**config.mk**
```make
export PLATFORM = sky130hd
export DESIGN_NAME = dmem_port_arbiter
export DESIGN_NICKNAME = d
export VERILOG_FILES = /design/src/rtl/risc_pkg.sv /design/src/rtl/dmem_arb_pick.sv /design/src/rtl/dmem_port_arbiter.sv
export SDC_FILE = /design/constraint.sdc
export NUM_CORES = 1
export LEC_CHECK = 0
export CORE_ASPECT_RATIO = 1.25
export CORE_MARGIN = 2
export CORE_UTILIZATION = 39
export CTS_BUF_LIST = sky130_fd_sc_hd__clkbuf_8
export DETAILED_ROUTE_END_ITERATION = 12
export PLACE_DENSITY = 0.85
export SETUP_SLACK_MARGIN = 0.1
export SYNTH_ARGS = -nofsm -noshare
export SYNTH_HDL_FRONTEND = slang
export SYNTH_SLANG_ARGS = --single-unit
```
**constraint.sdc**
```tcl
create_clock -name clk -period 1.5 [get_ports clk]
set_input_delay 0.15 -clock clk [delete_from_list [all_inputs] [get_ports clk]]
set_output_delay 0.15 -clock clk [all_outputs]
set_load 0.005 [all_outputs]
```
**src/rtl/risc_pkg.sv**
```systemverilog
// Shared types for the data-memory port arbiter: bus widths, FSM states and
// the owner encoding for whichever requester holds the memory.
package risc_pkg;

    localparam int ADDR_W = 10;
    localparam int DATA_W = 16;

    typedef enum logic [1:0] {
        IDLE,
        ISSUE,
        WAIT,
        ACK
    } arb_state_t;

    typedef enum logic {
        OWN_CPU,
        OWN_DBG
    } owner_t;

endpackage

```
**src/rtl/dmem_arb_pick.sv**
```systemverilog
// Winner select between the CPU and debug requesters. Ties go to the CPU unless
// DMEM_ARB_RR_EN is defined, which alternates ties using a registered pointer.
module dmem_arb_pick
    import risc_pkg::*;
(
`ifdef DMEM_ARB_RR_EN
    input  logic   clk,
    input  logic   reset,
    input  logic   grant,
`endif
    input  logic   cpu_req,
    input  logic   dbg_req,
    output owner_t winner
);

`ifdef DMEM_ARB_RR_EN
    // last_cpu=1 means the CPU holds the last grant; the reset value of 0
    // therefore hands the first tie to the CPU.
    logic last_cpu;

    always_ff @(posedge clk or negedge reset) begin
        if (!reset) begin
            last_cpu <= 1'b0;
        end else if (grant) begin
            last_cpu <= (winner == OWN_CPU);
        end
    end

    always_comb begin
        winner = OWN_CPU;
        if (dbg_req && (!cpu_req || last_cpu)) winner = OWN_DBG;
    end
`else
    always_comb begin
        winner = (dbg_req && !cpu_req) ? OWN_DBG : OWN_CPU;
    end
`endif

endmodule

```
**src/rtl/dmem_port_arbiter.sv**
```systemverilog
// Serialises CPU load/store and debug reads onto the single-port dmem, one
// transaction at a time. Tie policy is selected by DMEM_ARB_RR_EN.
module dmem_port_arbiter #(
    parameter int ADDR_W  = risc_pkg::ADDR_W,
    parameter int DATA_W  = risc_pkg::DATA_W,
    parameter int MEM_LAT = 1
) (
    input  logic              clk,
    input  logic              reset,
    input  logic              cpu_req,
    input  logic              cpu_we,
    input  logic [ADDR_W-1:0] cpu_addr,
    input  logic [DATA_W-1:0] cpu_wdata,
    output logic              cpu_ack,
    output logic [DATA_W-1:0] cpu_rdata,
    input  logic              dbg_req,
    input  logic [ADDR_W-1:0] dbg_addr,
    output logic              dbg_ack,
    output logic [DATA_W-1:0] dbg_rdata,
    output logic              mem_en,
    output logic              mem_we,
    output logic [ADDR_W-1:0] mem_addr,
    output logic [DATA_W-1:0] mem_wdata,
    input  logic [DATA_W-1:0] mem_rdata,
    output logic              busy
);
    import risc_pkg::*;

    localparam int CNT_W = 2;

    arb_state_t       state, state_nxt;
    owner_t           owner, winner;
    logic             we_l;
    logic             grant;
    logic [CNT_W-1:0] cnt;

    assign grant = (state == IDLE) && (cpu_req || dbg_req);

    dmem_arb_pick u_pick (
`ifdef DMEM_ARB_RR_EN
        .clk     (clk),
        .reset   (reset),
        .grant   (grant),
`endif
        .cpu_req (cpu_req),
        .dbg_req (dbg_req),
        .winner  (winner)
    );

    always_ff @(posedge clk or negedge reset) begin
        if (!reset) state <= IDLE;
        else        state <= state_nxt;
    end

    always_comb begin
        state_nxt = state;
        case (state)
            IDLE:    if (cpu_req || dbg_req) state_nxt = ISSUE;
            ISSUE:   state_nxt = we_l ? ACK : WAIT;
            WAIT:    if (cnt == '0) state_nxt = ACK;
            ACK:     state_nxt = IDLE;
            default: state_nxt = IDLE;
        endcase
    end

    // Outputs are registered from the next state so each strobe lines up
    // exactly with the state it belongs to.
    always_ff @(posedge clk or negedge reset) begin
        if (!reset) begin
            owner     <= OWN_CPU;
            we_l      <= 1'b0;
            cnt       <= '0;
            mem_en    <= 1'b0;
            mem_we    <= 1'b0;
            mem_addr  <= '0;
            mem_wdata <= '0;
            cpu_ack   <= 1'b0;
            dbg_ack   <= 1'b0;
            cpu_rdata <= '0;
            dbg_rdata <= '0;
            busy      <= 1'b0;
        end else begin
            mem_en  <= grant;
            mem_we  <= grant && (winner == OWN_CPU) && cpu_we;
            busy    <= (state_nxt != IDLE);
            cpu_ack <= (state_nxt == ACK) && (owner == OWN_CPU);
            dbg_ack <= (state_nxt == ACK) && (owner == OWN_DBG);

            if (grant) begin
                owner     <= winner;
                we_l      <= (winner == OWN_CPU) && cpu_we;
                mem_addr  <= (winner == OWN_CPU) ? cpu_addr : dbg_addr;
                mem_wdata <= (winner == OWN_CPU) ? cpu_wdata : '0;
            end

            if (state == ISSUE) begin
                cnt <= CNT_W'(MEM_LAT - 1);
            end else if (state == WAIT && cnt != '0) begin
                cnt <= cnt - 1'b1;
            end

            if (state == WAIT && cnt == '0) begin
                if (owner == OWN_CPU) cpu_rdata <= mem_rdata;
                else                  dbg_rdata <= mem_rdata;
            end
        end
    end

endmodule
```
==> results.toml <==
[cts]
clock-sinks = 69
root_buffer = "clkbuf_8"
worstSkewPairLatency_ps = 330
htree_levels = 3
cts_tree = "built"
cts.path.max_buffers = 2
cts-buffers-inserted = 9
clk_pin_slew_ps = 70

[global_routing]
grt_max_degree = 70
grt_first_pass_wirelength_um = 10500
antenna_found_initial = 0
grt_pass1_vias = 2125
track_usage_pct = 17.3
overflow = 0

[yosys]
synth_cell_type_count = 27
yosys-top-cells-area = "dfrtp_1 (62%), mux2_2 (13%), a22o_1 (5.0%), a221o_1 (3.6%), ha_1 (2.2%)"
synth_top_area_share_pct = 61.9
syn_inst = 199
syn_area_per_cell_um2 = 14.0
synth_warnings = 0
synth_nets = 261
yosysTopAreaCell = "dfrtp_1"
ys_seq_area_share_pct = 61.9
synth-seq-cells = 69
syn_area_mm2 = 0.00279

[layout]
area_delta_synth_final_pct = 67.4
drive_gt1_share_pct = 27.8
fill_cells = 505
layout_common_cells = "clkdlybuf4s50_1 (99), dfrtp_1 (69), mux2_2 (32)"
fin_nets = 410
diodes = 0
final_common_cell = "clkdlybuf4s50_1"

[sta]
finalCritPeriodShare_pct = 98.7
slew_viol_final = 0
period_needed_ps = 1480
hold_ws_ps = 366
fin_ws_ps = 19.6
rsz0062_at_grt = "yes"
maxSlewHeadroom_pct = 76.5
fin_skew_ps = 7.93
finalSetupViolCount = 0
fmax_mhz = 676
hold_viol = 0
worst_pin_slew_ps = 353

[setup_path]
worst_ep_required_time_ps = 1710
arrival_ps = 1690
r2r-end = "mem_addr[5]"
rr_startpoint = "state[0]"
start_kind = "register"
ff2ff_path_depth = 6
path_class = "register to register"
cp-end-kind = "register"
rrSetupSlack_ps = 20
worstPathMaxFanout = 8

[floorplanning]
dieArea_mm2 = 0.00785
core-area_mm2 = 0.00693
boundaryPins = 120
die_w_um = 79.7
start_util_pct = 40.2
rows = 34
die_h_um = 98.6

[route]
ant_nets = 0
drt-pass1-iter-count = 4
drt_iter0_drc = 65
wl_um = 7130
wire_per_inst_um = 16.1
via_count = 2194
drc_errors = 0
drt-vias-per-instance = 4.95

[place]
hpwl_um = 4530
pre_cts_slack_ps = -23.2
portBuffers = 119
place.gp.congestion = 0.661

[pwr]
irDropWorstVdd_uv = 978
p_leak_nw = 2.23
p_per_area_mw_per_mm2 = 2040

[min_path]
hold_class = "input port to async pin"

[run_status]
status = "finished clean"

[job]
drv_cap = 0
[Yosys cell counts, drive strengths merged]
| cell type | n |
|---|---|
| a32oi | 1 |
| and2b | 1 |
| and2 | 1 |
| nor2 | 4 |
| a211oi | 1 |
| buf | 10 |
| dfrtp | 69 |
| a21o | 1 |
| a22o | 16 |
| a21oi | 2 |
| clkbuf | 1 |
| o22ai | 10 |
| nand3b | 1 |
| and3 | 2 |
| o21ai | 2 |
| mux2 | 32 |
| nand2 | 10 |
| xnor2 | 1 |
| inv | 15 |
| nand2b | 1 |
| nand3 | 1 |
| or2 | 1 |
| ha | 5 |
| and3b | 1 |
| a221o | 10 |
[power by group]
group | switching (mW) | internal (mW) | total (mW)
sequential | 0.479 | 2.73 | 3.21
combinational | 1.66 | 3.16 | 4.82
clock | 0.675 | 0.806 | 1.48
total | 2.82 | 6.70 | 9.52
[flip-flops by register name, summed over array words and instances (netlist names), 2 cells and up]
register,count
mem_wdata,16
dbg_rdata,16
cpu_rdata,16
mem_addr,10
state,2
cnt,2
[cells by family after synthesis]
group / share of synthesized area [%]
AOI/OAI and AO/OA: 12.6
adders and majority gates: 2.24
DFF: 61.9
xor gates and xnor gates: 0.314
muxes: 12.9
and+or+nand+nor: 5.02
buffers and inverters: 5.07
[cell type report]
class	instances	area, um^2	share of cell area, %
Clock buffer	10	138	2.95
Clock inverter	6	62.6	1.34
Inverter	15	56.3	1.21
Multi-Input combinational cell	105	1010	21.7
Sequential cell	69	1730	37.0
Tap cell	90	113	2.41
Timing Repair Buffer	148	1560	33.5
[timing repair]
item,in CTS,in global routing
hold buffers,1,0
setup endpoints to repair,48,83
setup buffers,6,11
pin swaps,2,7
resized for setup,4,33
endpoints found under the hold margin,69,0
gates cloned,1,3
[stage by stage]
stage | instances | area (um^2) | utilization, % | TNS (ps) | total power, mW
finish | 443 | 4670 | 67.4 | 0 | 9.52
global route | 443 | 4670 | 67.4 | -28.3 | 10.1
CTS | 429 | 4420 | 63.7 | 0 | 9.06
detailed placement | 405 | 4110 | 59.3 | -197 | 7.30
global placement | 405 | 4110 | 59.3 | 0 | 7.14
floorplan | 199 | 2800 | - | 0 | 5.10
[worst max-delay path by stage]
| stage | from | to | slack [ps] | cells after the start |
|---|---|---|---|---|
| finish | state[0] | mem_addr[5] | 20 | 6 |
| floorplan | state[0] | mem_addr[0] | 30 | 7 |
| global placement | state[0] | cpu_rdata[12] | 30 | 4 |
| global route | state[0] | mem_addr[0] | -20 | 7 |
| detailed placement | state[0] | cpu_rdata[0] | -20 | 4 |
| CTS | state[0] | mem_addr[1] | 90 | 7 |
[worst max-delay path, stage by stage (launching register included)]
cell	delay, ps
dfrtp_1	400
inv_2	90
buf_6	110
ha_4	220
clkbuf_16	180
o22ai_2	70
a221o_1	280
[per-layer routing]
metal	track usage (%)	share of wire (%)	vias up
met2	29.3	54	96
li1	-	-	1011
met4	5.84	1.1	0
met1	20.4	38	1080
met3	5.68	6.9	7
met5	0	0	-
(Power assumes the default switching activity.)
